## config.mk

```make
export PLATFORM = sky130hd
export DESIGN_NAME = vid_fill
export DESIGN_NICKNAME = d
export VERILOG_FILES = /design/src/rtl/vid_pkg.sv /design/src/rtl/vid_fill_agen.sv /design/src/rtl/vid_fill.sv
export SDC_FILE = /design/constraint.sdc
export NUM_CORES = 1
export LEC_CHECK = 0
export ABC_CLOCK_PERIOD_IN_PS = 6100
export CELL_PAD_IN_SITES_DETAIL_PLACEMENT = 0
export CELL_PAD_IN_SITES_GLOBAL_PLACEMENT = 1
export CORE_MARGIN = 2
export CORE_UTILIZATION = 42
export CTS_CLUSTER_SIZE = 8
export DETAILED_ROUTE_END_ITERATION = 7
export PLACE_DENSITY = 0.89
export SKIP_CTS_REPAIR_TIMING = 1
export SLEW_MARGIN = 30
export SYNTH_ARGS = -nofsm -noshare
export SYNTH_HDL_FRONTEND = slang
export SYNTH_SLANG_ARGS = --single-unit
```

## constraint.sdc

```tcl
create_clock -name clk -period 6.1 [get_ports clk]
set_clock_uncertainty 0.1 [all_clocks]
set_input_delay 1.525 -clock clk [delete_from_list [all_inputs] [get_ports clk]]
set_output_delay 1.525 -clock clk [all_outputs]
set_load 0.05 [all_outputs]
```

## src/rtl/vid_pkg.sv

```systemverilog
// Shared constants, register map and FSM state type for the video fill engine.
package vid_pkg;

  localparam int VID_WORDS_PER_ROW = 32;
  localparam int VID_ROWS          = 768;

  localparam logic [4:0] VID_LAST_COL = 5'(VID_WORDS_PER_ROW - 1);
  localparam logic [9:0] VID_LAST_ROW = 10'(VID_ROWS - 1);

  localparam logic [1:0] REG_GEOM = 2'd0;
  localparam logic [1:0] REG_HGT  = 2'd1;
  localparam logic [1:0] REG_PAT  = 2'd2;
  localparam logic [1:0] REG_CMD  = 2'd3;

  typedef enum logic {
    S_IDLE = 1'b0,
    S_FILL = 1'b1
  } state_e;

endpackage

```

## src/rtl/vid_fill_agen.sv

```systemverilog
// Fill address/data generator: clipped x/y walk in row-major order with row-parity pattern inversion.
// On load the first word is taken straight from the inputs so it can be issued in the start cycle.
module vid_fill_agen
  import vid_pkg::*;
(
  input  logic        clk,
  input  logic        rst,
  input  logic        load_i,
  input  logic        adv_i,
  input  logic [4:0]  x0_i,
  input  logic [4:0]  wm1_i,
  input  logic [9:0]  y0_i,
  input  logic [9:0]  hm1_i,
  input  logic [31:0] pat_i,
  input  logic        inv_i,
  output logic [14:0] addr_o,
  output logic [31:0] data_o,
  output logic        last_o
);

  logic [4:0]  x0_q, xend_q, x_q, x_d;
  logic [9:0]  y0_q, yend_q, y_q, y_d;
  logic [31:0] pat_q;
  logic        inv_q;

  logic [5:0]  xsum;
  logic [10:0] ysum;
  logic [4:0]  xend_new;
  logic [9:0]  yend_new;

  logic [4:0]  cx0, cxe, cx;
  logic [9:0]  cy0, cye, cy;
  logic [31:0] cpat;
  logic        cinv;

  always_comb begin
    xsum     = {1'b0, x0_i} + {1'b0, wm1_i};
    xend_new = xsum[5] ? VID_LAST_COL : xsum[4:0];
    ysum     = {1'b0, y0_i} + {1'b0, hm1_i};
    yend_new = (ysum > {1'b0, VID_LAST_ROW}) ? VID_LAST_ROW : ysum[9:0];
  end

  always_comb begin
    if (load_i) begin
      cx0  = x0_i;
      cxe  = xend_new;
      cy0  = y0_i;
      cye  = yend_new;
      cpat = pat_i;
      cinv = inv_i;
      cx   = x0_i;
      cy   = y0_i;
    end else begin
      cx0  = x0_q;
      cxe  = xend_q;
      cy0  = y0_q;
      cye  = yend_q;
      cpat = pat_q;
      cinv = inv_q;
      cx   = x_q;
      cy   = y_q;
    end
  end

  always_comb begin
    x_d = cx;
    y_d = cy;
    if (adv_i) begin
      if (cx == cxe) begin
        x_d = cx0;
        y_d = cy + 10'd1;
      end else begin
        x_d = cx + 5'd1;
      end
    end
  end

  assign addr_o = {cy, cx};
  assign data_o = (cinv && (cy[0] ^ cy0[0])) ? ~cpat : cpat;
  assign last_o = (cx == cxe) && (cy == cye);

  always_ff @(posedge clk) begin
    if (rst) begin
      x0_q   <= '0;
      xend_q <= '0;
      y0_q   <= '0;
      yend_q <= '0;
      pat_q  <= '0;
      inv_q  <= 1'b0;
      x_q    <= '0;
      y_q    <= '0;
    end else begin
      if (load_i) begin
        x0_q   <= cx0;
        xend_q <= cxe;
        y0_q   <= cy0;
        yend_q <= cye;
        pat_q  <= cpat;
        inv_q  <= cinv;
      end
      if (load_i || adv_i) begin
        x_q <= x_d;
        y_q <= y_d;
      end
    end
  end

endmodule

```

## src/rtl/vid_fill.sv

```systemverilog
// Rectangle fill engine sharing the video write port with the CPU; CPU writes always win.
//   state  | meaning
//   S_IDLE | no fill pending; CPU writes pass through
//   S_FILL | fill words remain to be issued
module vid_fill
  import vid_pkg::*;
(
  input  logic        clk,
  input  logic        rst,
  input  logic        ctl_stb,
  input  logic        ctl_we,
  input  logic [1:0]  ctl_addr,
  input  logic [31:0] ctl_data_in,
  output logic [31:0] ctl_data_out,
  input  logic        cpu_stb,
  input  logic        cpu_we,
  input  logic [14:0] cpu_addr,
  input  logic [31:0] cpu_data_in,
  output logic        vid_stb,
  output logic        vid_we,
  output logic [14:0] vid_addr,
  output logic [31:0] vid_data,
  output logic        busy,
  output logic        done
);

  state_e      state_q, state_d;
  logic [4:0]  x0_q, wm1_q;
  logic [9:0]  y0_q, hm1_q;
  logic [31:0] pat_q;
  logic        busy_q, busy_d, done_q, done_d, fin_q, fin_d;
  logic        vstb_q, vstb_d;
  logic [14:0] vaddr_q, vaddr_d;
  logic [31:0] vdata_q, vdata_d;

  logic        cpu_wr, ctl_wr, start_req, start_ok, start_oob, fill_req, adv;
  logic [14:0] fill_addr;
  logic [31:0] fill_data;
  logic        fill_last;

  assign cpu_wr    = cpu_stb & cpu_we;
  assign ctl_wr    = ctl_stb & ctl_we;
  assign start_req = ctl_wr && (ctl_addr == REG_CMD) && ctl_data_in[0] && (state_q == S_IDLE);
  assign start_ok  = start_req && (y0_q <= VID_LAST_ROW);
  assign start_oob = start_req && (y0_q > VID_LAST_ROW);
  assign fill_req  = (state_q == S_FILL) || start_ok;
  assign adv       = fill_req && !cpu_wr;

  vid_fill_agen u_agen (
    .clk    (clk),
    .rst    (rst),
    .load_i (start_ok),
    .adv_i  (adv),
    .x0_i   (x0_q),
    .wm1_i  (wm1_q),
    .y0_i   (y0_q),
    .hm1_i  (hm1_q),
    .pat_i  (pat_q),
    .inv_i  (ctl_data_in[1]),
    .addr_o (fill_addr),
    .data_o (fill_data),
    .last_o (fill_last)
  );

  always_comb begin
    ctl_data_out = '0;
    case (ctl_addr)
      REG_GEOM: ctl_data_out = {6'd0, y0_q, 3'd0, wm1_q, 3'd0, x0_q};
      REG_HGT:  ctl_data_out = {22'd0, hm1_q};
      REG_PAT:  ctl_data_out = pat_q;
      default:  ctl_data_out = {31'd0, busy_q};
    endcase
  end

  always_comb begin
    state_d = state_q;
    fin_d   = adv && fill_last;
    if (start_ok) state_d = S_FILL;
    if (fin_d)    state_d = S_IDLE;
    // busy covers the cycle in which the final word sits on vid_*
    busy_d  = (state_d == S_FILL) || fin_d;
    done_d  = fin_q || start_oob;
    vstb_d  = 1'b0;
    vaddr_d = vaddr_q;
    vdata_d = vdata_q;
    if (cpu_wr) begin
      vstb_d  = 1'b1;
      vaddr_d = cpu_addr;
      vdata_d = cpu_data_in;
    end else if (adv) begin
      vstb_d  = 1'b1;
      vaddr_d = fill_addr;
      vdata_d = fill_data;
    end
  end

  always_ff @(posedge clk) begin
    if (rst) begin
      state_q <= S_IDLE;
      x0_q    <= '0;
      wm1_q   <= '0;
      y0_q    <= '0;
      hm1_q   <= '0;
      pat_q   <= '0;
      busy_q  <= 1'b0;
      done_q  <= 1'b0;
      fin_q   <= 1'b0;
      vstb_q  <= 1'b0;
      vaddr_q <= '0;
      vdata_q <= '0;
    end else begin
      state_q <= state_d;
      busy_q  <= busy_d;
      done_q  <= done_d;
      fin_q   <= fin_d;
      vstb_q  <= vstb_d;
      vaddr_q <= vaddr_d;
      vdata_q <= vdata_d;
      if (ctl_wr) begin
        case (ctl_addr)
          REG_GEOM: begin
            x0_q  <= ctl_data_in[4:0];
            wm1_q <= ctl_data_in[12:8];
            y0_q  <= ctl_data_in[25:16];
          end
          REG_HGT: hm1_q <= ctl_data_in[9:0];
          REG_PAT: pat_q <= ctl_data_in;
          default: ;
        endcase
      end
    end
  end

  assign vid_stb  = vstb_q;
  assign vid_we   = vstb_q;
  assign vid_addr = vaddr_q;
  assign vid_data = vdata_q;
  assign busy     = busy_q;
  assign done     = done_q;

endmodule

```

Yosys cells after proc, flatten, opt, wreduce, memory -nomap -nowiden
Cells that the tools add are included.

Bits of input ports: 87. Logic and storage cells: 80. Bits in registers: 183. Output and inout bits: 83.

Bitwise gates (word level): 5. Equality and inequality tests: 5. Magnitude comparators: 3. Multiplexer cells: 24. Add/sub/neg operators: 4. Reductions and logical operators: 19.

Operators with widths (count): 2-to-1 mux 32 bit (4); one-hot mux 32 bit (3 select lines) (1); 2-to-1 mux 10 bit (5); inverter 32 bit (1); 2-to-1 mux 15 bit (2); 2-to-1 mux 5 bit (6); adder 10 x 10 -> 11 bit (1); > comparator 11 x 10 -> 1 bit, second input constant (1); adder 10 x 1 -> 10 bit, second input constant (1); equality test 10 bit (1); > comparator 10 bit, second input constant (1); less-or-equal comparator 10 bit, second input constant (1); logical AND 1 bit (9); adder 5 x 5 -> 6 bit (1); 2-to-1 mux 1 bit (6); AND reduction 2 bit (3); adder 5 x 1 -> 5 bit, second input constant (1); equality test 5 bit (1); equality test 2 bit, second input constant (2); logical OR 1 bit (4); bitwise AND 1 bit (2); equality test 2 x 1 -> 1 bit, second input constant (1); logical NOT 2 bit (1); nonzero test 2 bit (1); other kinds (3) (3).

Longest topological paths before layout
Depth after elaboration: 11. Gate-level depth with buffers: 14. Mapped depth without buffers: 12.

Cells and area by module
From an unflattened synthesis, not the netlist that was laid out.

Cell total of the unflattened synthesis: 1180. Area, all modules: 10038.4 sq um.

By module, submodules not included: vid_fill (instances 1, area an instance 5664.2 sq um, seq. area each 2282.2 sq um, cells an instance 679); vid_fill_agen (instances 1, area an instance 4374.2 sq um, seq. area each 1381.3 sq um, cells an instance 501).

Least setup slack after synthesis
Ideal clock, no wire load.

Path kind: input to output. Start: in ctl_addr[0]. End: out ctl_data_out[1]. Stages on the path: 4. Path slack: 1.222 ns. Required time: 4.475 ns. Arrival time: 3.253 ns. Path buffers: 2. Path through: buf_4 clkbuf_1 mux2i_1 o21ai_0.

Longest elaborated chain between the ends: 2. Elaborated cells between the ends (all ways): 4. Classes of those cells: 2 x eq/ne; 1 x mux; 1 x reduce/logical.

RTL lines: start: declaration (line vid_fill.sv:12) `input logic [1:0] ctl_addr,`; equality test 2 bit, or another cell as far along (line vid_fill.sv:67) `case (ctl_addr)`; one-hot mux 32 bit (3 select lines) (*) (line vid_fill.sv:67); end: declaration (line vid_fill.sv:14) `output logic [31:0] ctl_data_out,`.

Every way passes the cells marked *; elsewhere a longest branch is shown, timed or not.

Final worst setup path
Start: in ctl_addr[0]. End: out ctl_data_out[4].

Same word-level chain as after synthesis.

==> summary.md <==
| Metric | Value |
|---|---|
| Cells after DPL | `1536` |
| Fin crit share | `89.5%` |
| Full die area | `23000 sq um` |
| Buffers and inverters on the worst path | `4` |
| Clock Path Buffers | `2` |
| Starting Density | `43.1%` |
| Final #Nets | `1386` |
| Die width | `152 um` |
| Post-Syn Area | `9140 sq um` |
| Worst-path fanout max | `14` |
| Most frequent CP cell | `buf_4` |
| Sequential fraction of design power | `45.7%` |
| Crit start category | `input pin` |
| Final hold violations | `0` |
| Total track usage | `23.6%` |
| Area share of the largest cell type after synthesis | `40.1%` |
| Vias in the first global route | `7995` |
| Post-Route WL | `26900 um` |
| Antenna violations before repair | `1` |
| Post-Layout Cell Count | `1568` |
| CP Capture Type | `primary output` |
| CTS H-tree lvls | `4` |
| First-pass GRT wire length | `42600 um` |
| Yosys cell types | `70` |
| TritonCTS Buffers | `17` |
| Clock Latency Late Sink | `0.45 ns` |
| Critical Path RT | `4.47 ns` |
| Commonest cells in the netlist | `245 x nand2_1, 183 x dfxtp_1, 148 x nor2_1` |
| Clk slew on worst S/H paths | `0.07 ns` |
| Die height | `152 um` |
| Core area | `21200 sq um` |
| Maximum vdd drop | `0.000191 V` |
| Count leader, synth | `nand2_1` |
| Via count | `8519` |
| PD cells | `231 nW/um^2` |
| TritonRoute pass-1 iters | `5` |
| Gate power share | `13.7%` |
| Avg Inst Size Synth | `7.94 sq um` |
| Slew Viols, Final | `0` |
| Largest net degree at the start of global routing | `184` |
| Synth Flop Type | `dfxtp_1` |
| Crit Path Category | `input pin to primary output` |
| FMAX | `183 MHz` |
| Tightest Pin Transition | `0.845 ns` |
| Post-synth top area cell | `dfxtp_1` |
| Top delay family on crit path | `buffers and inverters` |
| # Max-Cap Violations | `0` |
| Min Tclk post-route | `5.46 ns` |
| Synth top area cells | `dfxtp_1 40%, nand2_1 10%, mux2i_1 7.0%` |
| CP arrival | `3.84 ns` |
| Pleak | `4.41 nW` |
| Cell Chain, Critical Path | `clkdlybuf4s50_1, buf_4, nor2b_1, buf_4, nand2_1, o21ai_0, buf_12` |
| Grt ovf | `0` |
| Status | `complete, no violations` |
| Seq cells post-synth | `183` |
| Sequential share of the synthesized area | `40.1%` |
| Sw Ratio | `29.1%` |
| # IOs | `170` |
| Synth Warn # | `0` |
| Pint | `0.00195 W` |
| Area grow syn2layout | `29.6%` |
| Max_slew headroom | `42.9%` |
| CTS tree | `yes` |
| RePlAce Congestion | `0.931` |
| WL/cell | `17.2 um` |
| Detailed Place HPWL | `19200 um` |
| Slowest-stage cell, CP | `clkdlybuf4s50_1` |
| Sw Pwr | `0.000798 W` |
| Via/cell ratio | `5.43` |
| Port-buffer cells | `169` |
| Clk root buf | `clkbuf_16` |
| Antenna diodes | `0` |
| Post-route ant nets | `0` |
| Syn Nets | `1257` |
| Worst Hold Class | `register to register` |
| Worst path max stage delay | `0.72 ns` |
| Clock Power Share | `40.6%` |
| Proportion of layout cells with a drive suffix above 1 | `7.35%` |
| Synth async-reset ratio | `0%` |
| Sink Count | `183` |
| Post-synth EDFFs | `0` |
| Final core utilization | `55.9%` |
| Initial drt markers | `698` |
| Mapped Cells | `1151` |
| Site row count | `53` |
| Final setup violation count | `0` |
| Setup TNS Final | `0 ns` |
| RSZ-0062 raised after global routing | `no` |
| Detailed-route DRC error count | `0` |
state kept, by name (all words and copies together) (netlist names), 10 cells and up:
register / cells
u_agen.yend_q: 10
u_agen.pat_q: 32
pat_q: 32
hm1_q: 10
vid_data: 32
vid_addr: 15
y0_q: 10
u_agen.y_q: 10
metal layers:
layer  share of wire [%]  track usage [%]  up-vias
li1                    -                -     4214
met1                  47             33.8     4005
met2                  44             36.1      274
met3                 7.0             5.09       26
met4                 1.4             5.83        0
met5                   0                0        -
worst paths after layout:
check,from,endpoint,slack [ns],depth (start not counted)
worst max register to register,y0_q[3],fin_q,2.23,10
worst min register to register,u_agen.x0_q[0],u_agen.x0_q[0],0.36,2
worst min-delay path,u_agen.x0_q[0],u_agen.x0_q[0],0.36,2
worst max-delay path,ctl_addr[0],ctl_data_out[4],0.64,7
power groups by stage:
stage | Clock (W) | Sequential [W] | Combinational [W]
floorplan | 0 | 0.00135 | 0.000154
global route | 0.00119 | 0.00126 | 0.000405
CTS | 0.00113 | 0.00125 | 0.000376
detailed placement | 0 | 0.00128 | 0.000375
global placement | 0 | 0.00128 | 0.000373
finish | 0.00111 | 0.00125 | 0.000377
cell type report:
class                           instances  area, sq um
Fill cell                            1975         9370
Multi-Input combinational cell        866         5110
Sequential cell                       183         3660
Timing Repair Buffer                  190         2040
Clock buffer                           18          439
Tap cell                              275          344
Clock inverter                         14          175
Inverter                               22         82.6
tightest hold or removal path: stages, from the launching register on:
cell,delay [ns]
dfxtp_1,0.31
nand2_1,0.05
a21oi_1,0.05
through the flow:
step / cell area [sq um] / setup WS [ns] / hold slack [ns] / total power, W
after floorplan: 9140 / 1.22 / 0.313 / 0.00150
after global placement: 11200 / 0.736 / 0.340 / 0.00165
after detailed placement: 11200 / 0.656 / 0.346 / 0.00166
after CTS: 11900 / 0.651 / 0.355 / 0.00276
after global routing: 11900 / 0.496 / 0.380 / 0.00285
final: 11900 / 0.638 / 0.356 / 0.00274
kinds of logic (layout without fill, tap and decap cells):
logic type      after synthesis  count (layout)  synth area share, %
simple gates                483             483                 22.5
compound gates              239             239                 17.3
flops                       183             183                 40.1
buf+inv                     102             244                 4.41
mux                          66              66                 7.38
xor+xnor                     59              59                 5.65
fa+ha+maj                    19              19                 2.76
placed cells by master, fill, tap and decap left out, drive strengths merged, types with 6 or more instances in the layout:
cell           count
dfxtp            183
o21ai             23
inv               28
nor3              12
a311oi            35
nor2b              8
nand2            245
xor2              40
mux2i             64
nor2             150
clkbuf            18
a211oi            15
and2              20
o211ai            13
a21oi            100
ha                17
clkinv             8
clkdlybuf4s50    150
buf               40
nand3             13
o22ai              6
xnor2             19
No activity file was read; power rests on OpenSTA's default activity.
